<file path="src/rtl/multicycle_cu.sv">
// ---------------------------------------------------------------------------
// multicycle_cu
//
// Multi-cycle control unit. Each instruction is walked through
// IDLE -> FETCH -> DECODE -> EXEC -> MEM -> WB (skipping the states it does
// not need). The opcode is latched when instruction memory returns it. The
// data-memory handshake in MEM gives up after MEM_TIMEOUT wait cycles.
// The unit counts retired instructions and reports illegal opcodes and
// bus errors.
//
// Parameters:
//   OPCODE_W    opcode width; legal encodings live in [3:0], upper bits must be 0
//   ALUOP_W     ALU operation bus width (>= 3)
//   MEM_TIMEOUT wait cycles allowed in MEM before a bus error (>= 1)
//   CNT_W       retired-instruction counter width
//
// Ports:
//   clk, rst_n            clock (rising edge), asynchronous active-low reset
//   run                   fetch enable, only looked at in IDLE and between instructions
//   opcode, instrValid    instruction memory return data and its valid flag
//   memReady              data memory completes the current access
//   fetchReq, pcWrite     instruction fetch request, PC load strobe
//   regDest, jump, branch, memToReg, ALUSrc   datapath mux selects
//   memRead, memWrite, regWrite               memory / register-file strobes
//   ALUOp                 ALU operation
//   illegal, busError     one-cycle error pulses
//   instrCount            retired legal instructions (wraps)
//   state                 current FSM state, for debug
// ---------------------------------------------------------------------------
module multicycle_cu #(
  parameter int OPCODE_W    = 4,
  parameter int ALUOP_W     = 3,
  parameter int MEM_TIMEOUT = 15,
  parameter int CNT_W       = 16
) (
  input  logic                clk,
  input  logic                rst_n,
  input  logic                run,
  input  logic [OPCODE_W-1:0] opcode,
  input  logic                instrValid,
  input  logic                memReady,
  output logic                fetchReq,
  output logic                pcWrite,
  output logic                regDest,
  output logic                jump,
  output logic                branch,
  output logic                memToReg,
  output logic                ALUSrc,
  output logic                memRead,
  output logic                memWrite,
  output logic                regWrite,
  output logic [ALUOP_W-1:0]  ALUOp,
  output logic                illegal,
  output logic                busError,
  output logic [CNT_W-1:0]    instrCount,
  output logic [2:0]          state
);

  localparam int TMO_W = $clog2(MEM_TIMEOUT + 1);
  localparam logic [TMO_W-1:0] TMO_MAX = TMO_W'(MEM_TIMEOUT);

  typedef enum logic [2:0] {
    IDLE   = 3'd0,
    FETCH  = 3'd1,
    DECODE = 3'd2,
    EXEC   = 3'd3,
    MEM    = 3'd4,
    WB     = 3'd5
  } stateType;

  stateType curState;
  stateType nextState;
  stateType boundaryState;

  logic [OPCODE_W-1:0] opReg;
  logic [TMO_W-1:0]    tmoCnt;
  logic [3:0]          opLow;
  logic                upperSet;
  logic                countInc;
  logic [2:0]          aluOp3;

  logic isAdd, isSub, isAnd, isOr, isSlt, isLw, isSw, isBne, isJmp;
  logic isRType, isLegal;

  // Any set bit above [3:0] makes the opcode illegal; with a 4-bit opcode
  // there are no upper bits to check.
  if (OPCODE_W > 4) begin : gUpper
    assign upperSet = |opReg[OPCODE_W-1:4];
  end else begin : gNoUpper
    assign upperSet = 1'b0;
  end

  // Instruction classification from the latched opcode only, so the
  // outputs never follow the live instruction bus mid-instruction.
  assign opLow   = opReg[3:0];
  assign isAdd   = !upperSet && (opLow == 4'b0010);
  assign isSub   = !upperSet && (opLow == 4'b0110);
  assign isAnd   = !upperSet && (opLow == 4'b0000);
  assign isOr    = !upperSet && (opLow == 4'b0001);
  assign isSlt   = !upperSet && (opLow == 4'b0111);
  assign isLw    = !upperSet && (opLow == 4'b1000);
  assign isSw    = !upperSet && (opLow == 4'b1010);
  assign isBne   = !upperSet && (opLow == 4'b1110);
  assign isJmp   = !upperSet && (opLow == 4'b1111);
  assign isRType = isAdd | isSub | isAnd | isOr | isSlt;
  assign isLegal = isRType | isLw | isSw | isBne | isJmp;

  // Every exit at an instruction boundary looks at run right there; run is
  // ignored everywhere else inside an instruction.
  assign boundaryState = run ? FETCH : IDLE;

  assign ALUOp = ALUOP_W'(aluOp3);
  assign state = curState;

  // State register. Reset drops straight to IDLE, which forces every
  // decoded output low in the same instant.
  always_ff @(posedge clk or negedge rst_n) begin
    if (!rst_n) curState <= IDLE;
    else        curState <= nextState;
  end

  // The opcode is captured once, on the cycle instruction memory delivers it.
  always_ff @(posedge clk or negedge rst_n) begin
    if (!rst_n)                                opReg <= '0;
    else if (curState == FETCH && instrValid) opReg <= opcode;
  end

  // MEM wait counter. It is held at zero outside MEM so every MEM visit
  // starts fresh. It saturates at the limit, where the FSM leaves anyway.
  always_ff @(posedge clk or negedge rst_n) begin
    if (!rst_n)                              tmoCnt <= '0;
    else if (curState != MEM)                tmoCnt <= '0;
    else if (!memReady && tmoCnt != TMO_MAX) tmoCnt <= tmoCnt + TMO_W'(1);
  end

  // Retired-instruction counter; it wraps naturally at 2^CNT_W.
  always_ff @(posedge clk or negedge rst_n) begin
    if (!rst_n)        instrCount <= '0;
    else if (countInc) instrCount <= instrCount + CNT_W'(1);
  end

  // Next-state and output decode. Everything defaults low, then each state
  // raises only what it owns. pcWrite in FETCH and busError in MEM are
  // qualified by the handshake input of that cycle: the PC must step
  // exactly once per fetch, and a completion that lands on the timeout
  // cycle must win over the error.
  always_comb begin
    nextState = curState;
    fetchReq  = 1'b0;
    pcWrite   = 1'b0;
    regDest   = 1'b0;
    jump      = 1'b0;
    branch    = 1'b0;
    memToReg  = 1'b0;
    ALUSrc    = 1'b0;
    memRead   = 1'b0;
    memWrite  = 1'b0;
    regWrite  = 1'b0;
    aluOp3    = 3'b000;
    illegal   = 1'b0;
    busError  = 1'b0;
    countInc  = 1'b0;

    case (curState)
      IDLE: begin
        if (run) nextState = FETCH;
      end

      FETCH: begin
        fetchReq = 1'b1;
        if (instrValid) begin
          pcWrite   = 1'b1;
          nextState = DECODE;
        end
      end

      DECODE: begin
        if (!isLegal) begin
          illegal   = 1'b1;
          nextState = boundaryState;
        end else if (isJmp) begin
          jump      = 1'b1;
          pcWrite   = 1'b1;
          regDest   = 1'b1;
          countInc  = 1'b1;
          nextState = boundaryState;
        end else begin
          nextState = EXEC;
        end
      end

      EXEC: begin
        ALUSrc = isLw | isSw;
        if (isSub || isBne) aluOp3 = 3'b001;
        else if (isAnd)     aluOp3 = 3'b010;
        else if (isOr)      aluOp3 = 3'b100;
        else if (isSlt)     aluOp3 = 3'b011;
        else                aluOp3 = 3'b000;

        if (isRType) begin
          nextState = WB;
        end else if (isLw || isSw) begin
          regDest   = 1'b1;
          nextState = MEM;
        end else begin
          // bne: the datapath gates pcWrite with the ALU zero flag.
          branch    = 1'b1;
          regDest   = 1'b1;
          pcWrite   = 1'b1;
          countInc  = isBne;
          nextState = boundaryState;
        end
      end

      MEM: begin
        regDest = 1'b1;
        ALUSrc  = 1'b1;
        if (tmoCnt != TMO_MAX) begin
          memRead  = isLw;
          memWrite = isSw;
        end
        if (memReady) begin
          if (isLw) begin
            nextState = WB;
          end else begin
            countInc  = isSw;
            nextState = boundaryState;
          end
        end else if (tmoCnt == TMO_MAX) begin
          busError  = 1'b1;
          nextState = boundaryState;
        end
      end

      WB: begin
        regWrite  = 1'b1;
        memToReg  = isLw;
        regDest   = isLw;
        countInc  = 1'b1;
        nextState = boundaryState;
      end

      default: nextState = IDLE;
    endcase
  end

endmodule

</file>
<file path="config.mk">
export PLATFORM = sky130hd
export DESIGN_NAME = multicycle_cu
export DESIGN_NICKNAME = d
export VERILOG_FILES = /design/src/rtl/multicycle_cu.sv
export SDC_FILE = /design/constraint.sdc
export NUM_CORES = 1
export LEC_CHECK = 0
export BUFFER_PORTS_ARGS = -buffer_cell sky130_fd_sc_hd__buf_2
export CORE_MARGIN = 4
export CORE_UTILIZATION = 45
export DETAILED_ROUTE_END_ITERATION = 7
export GPL_ROUTABILITY_DRIVEN = 0
export PLACE_DENSITY = 0.7
export SLEW_MARGIN = 20
export SYNTH_ARGS = -nofsm -noshare
export SYNTH_HDL_FRONTEND = slang
export SYNTH_SLANG_ARGS = --single-unit
</file>
<file path="constraint.sdc">
create_clock -name clk -period 2.1 [get_ports clk]
set_clock_uncertainty 0.1 [all_clocks]
set_input_delay 0.105 -clock clk [delete_from_list [all_inputs] [get_ports clk]]
set_output_delay 0.105 -clock clk [all_outputs]
set_load 0.1 [all_outputs]
</file>
==> results.sh <==
export IMPL_synthDistinctLibCells=39
export IMPL_pwr_density_cell_nw_per_um2=1360
export IMPL_synth_seq_area_share_pct=42.6
export IMPL_multi_input_area_um2=1030
export IMPL_p_leak_uw=0.00110
export IMPL_synthCells=170
export IMPL_drv_cap=0
export IMPL_end_kind="output port"
export IMPL_synth_area_per_cell_um2=9.33
export IMPL_antenna_found_initial=0
export IMPL_io_buffers=42
export IMPL_hold_path_class="primary input to flip-flop"
export IMPL_path_cells="buf_4 > or4b_4 > nand2_2 > a22o_4 > buf_12"
export IMPL_dpl_cell_area_um2=2260
export IMPL_place_hpwl_um=3290
export IMPL_synth_warnings=0
export IMPL_path_clk_slew_ns=0.16
export IMPL_hold_viol_final=0
export IMPL_peakVddDrop_mv=0.929
export IMPL_fmax_mhz=466
export IMPL_overflow=0
export IMPL_final_nets=258
export IMPL_grt_pass1_vias=1555
export IMPL_synth_seq_cells=27
export IMPL_dr_pass1_iters=4
export IMPL_fillers=223
export IMPL_cp_data_arrival_time_ns=1.94
export IMPL_mostFrequentLayoutCells="buf_4, buf_2, nand2_1"
export IMPL_diodes=0
export IMPL_fin_ws_ns=-0.0452
export IMPL_insertion_delay_ns=0.34
export IMPL_coreArea_um2=3360
export IMPL_dieWidth_um=67.4
export IMPL_crit_family="simple AND/OR/NAND/NOR gates"
export IMPL_track_usage_pct=22.0
export IMPL_cts_htree_levels=1
export IMPL_min_period_ns=2.15
export IMPL_initial_utilization_pct=47.2
export IMPL_synth_edff_count=0
export IMPL_wl_um=4920
export IMPL_critical_path_class="flip-flop to output port"
export IMPL_drc=0
export IMPL_seqCellArea_um2=699
export IMPL_cts_root_buf="clkbuf_4"
export IMPL_tightest_slew_ns=0.626
export IMPL_pre_cts_ws_ns=0.0547
export IMPL_row_count=21
export IMPL_critPathMaxFanout=7
export IMPL_routed_via_density=5.55
export IMPL_cts_made_buffers=3
export IMPL_fin_crit_sh_pct=102
export IMPL_via_count=1620
export IMPL_violations="negative setup slack"
export IMPL_startpoint_type="flip-flop"
export IMPL_status="finished with violations"
export IMPL_syn_nets=181
export IMPL_required_ns=1.89
export IMPL_grt_pass1_wl_um=7510
export IMPL_stdcell_count=292
export IMPL_clkSinkCount=27
export IMPL_drive_gt1_share_pct=50.0
export IMPL_synth_area_um2=1590
export IMPL_setup_viol=3
export IMPL_io_pins=43
export IMPL_drv_slew=0
export IMPL_cp_num_buf_inv=2
export IMPL_rsz0062_at_grt="yes"
export IMPL_relSlewSlack_pct=58.3
export IMPL_wl_per_cell_um=16.8
export IMPL_drtIter0Drc=93
export IMPL_fp_dieArea_um2=4540
export IMPL_cts_max_path_buffers=2
export IMPL_fp_dieH_um=67.4
export IMPL_dpl_cell_count=264
export IMPL_grt_max_degree=28
export IMPL_post_route_cell_area_um2=2580
export IMPL_layout_commonest_cell="buf_4"
export IMPL_cts_tree="built"
export IMPL_syn2layout_area_growth_pct=62.8
export IMPL_whs_ns=0.0966
export IMPL_antenna_left=0
export IMPL_async_flop_share_pct=100
export IMPL_cpPeakStageDelay_ns=0.58
export IMPL_synth_main_ff_cell="dfrtp_1"
export IMPL_crit_path_top_delay_cell="or4b_4"
[area by class of cell]
type | count | share of cell area (%)
clock buffer | 3 | 0.872
multi-input combinational | 126 | 39.9
inverter | 8 | 1.16
clock inverter | 1 | 0.291
tap | 46 | 2.23
timing repair buffer | 81 | 28.4
sequential | 27 | 27.1
[stage by stage]
step | total power, µW | TNS (ns) | utilization (%)
after CTS | 3260 | -0.173 | 73.0
after global routing | 3650 | -0.550 | 76.8
after floorplan | 2330 | -2.93 | -
final | 3500 | -0.101 | 76.8
after global placement | 2780 | 0 | 67.2
after detailed placement | 2830 | 0 | 67.2
[sequential cells by signal, summed over array words and instances, names as in the netlist]
name / cells
state: 3
opLow: 4
tmoCnt: 4
instrCount: 16
[power breakdown]
| part | internal [µW] | switching, µW |
|---|---|---|
| registers | 635 | 130 |
| logic | 897 | 1600 |
| clock network | 73.1 | 167 |
| total | 1610 | 1900 |
[per-layer routing]
layer / global-route usage, % / share of wire [%]
met5: 0 / 0
met2: 35.8 / 50
met1: 30.3 / 43
met3: 3.33 / 5.7
met4: 6.58 / 1.5
[synthesized netlist by cell type (2+ instances only)]
cell | n | area share, %
a211oi_1 | 2 | 0.95
ha_1 | 2 | 1.6
nor3b_1 | 2 | 0.95
buf_6 | 2 | 1.4
nor2_1 | 11 | 2.6
nand2_1 | 17 | 4.0
and2_1 | 3 | 1.2
nand4_1 | 5 | 2.0
xnor2_1 | 4 | 2.2
nor4b_1 | 3 | 1.7
nor2b_1 | 3 | 1.2
and4_1 | 2 | 1.1
and2b_2 | 2 | 1.1
mux2i_1 | 2 | 1.3
clkbuf_1 | 5 | 1.2
nand2b_1 | 5 | 2.0
inv_1 | 8 | 1.9
buf_2 | 2 | 0.63
nor3_1 | 8 | 2.5
dfrtp_1 | 27 | 43
nor4_1 | 3 | 1.2
o22ai_1 | 2 | 0.79
nand3_1 | 5 | 1.6
o21ai_0 | 11 | 3.5
xor2_1 | 14 | 7.7
mux2_2 | 3 | 2.1
a21oi_1 | 5 | 1.6
[logic make-up after synthesis]
group / count (synthesis) / synth area share, %
compound gates: 26 / 9.94
xor+xnor: 18 / 9.94
fa+ha+maj: 2 / 1.58
buf+inv: 17 / 5.13
flops: 27 / 42.6
mux: 5 / 3.39
simple gates: 75 / 27.4
[tightest hold or removal path, delay by kind of cell]
| kind | cells | cell delay (ns) |
|---|---|---|
| simple gates | 2 | 0.22 |
| buf+inv | 1 | 0.13 |
| compound gates | 1 | 0.06 |
[final timing paths]
kind | startpoint | endpoint | slack (ns) | depth (start not counted)
max reg2reg | state[1] | instrCount[10] | 0.10 | 6
max in group asynchronous | rst_n | state[2] | 1.26 | 2
min in group asynchronous | rst_n | state[0] | 0.19 | 2
min reg2reg | instrCount[15] | instrCount[15] | 0.37 | 1
max | opLow[0] | regDest | -0.05 | 5
min | run | state[0] | 0.1 | 4
[timing repair]
action | CTS | global route
gates resized for setup | 13 | 13
pin swaps | 6 | 10
hold buffers | 6 | 0
setup endpoints to repair | 8 | 16
endpoints found under the hold margin | 32 | 0
buffers inserted | 8 | 10
Power figures use the tool's default switching activity.
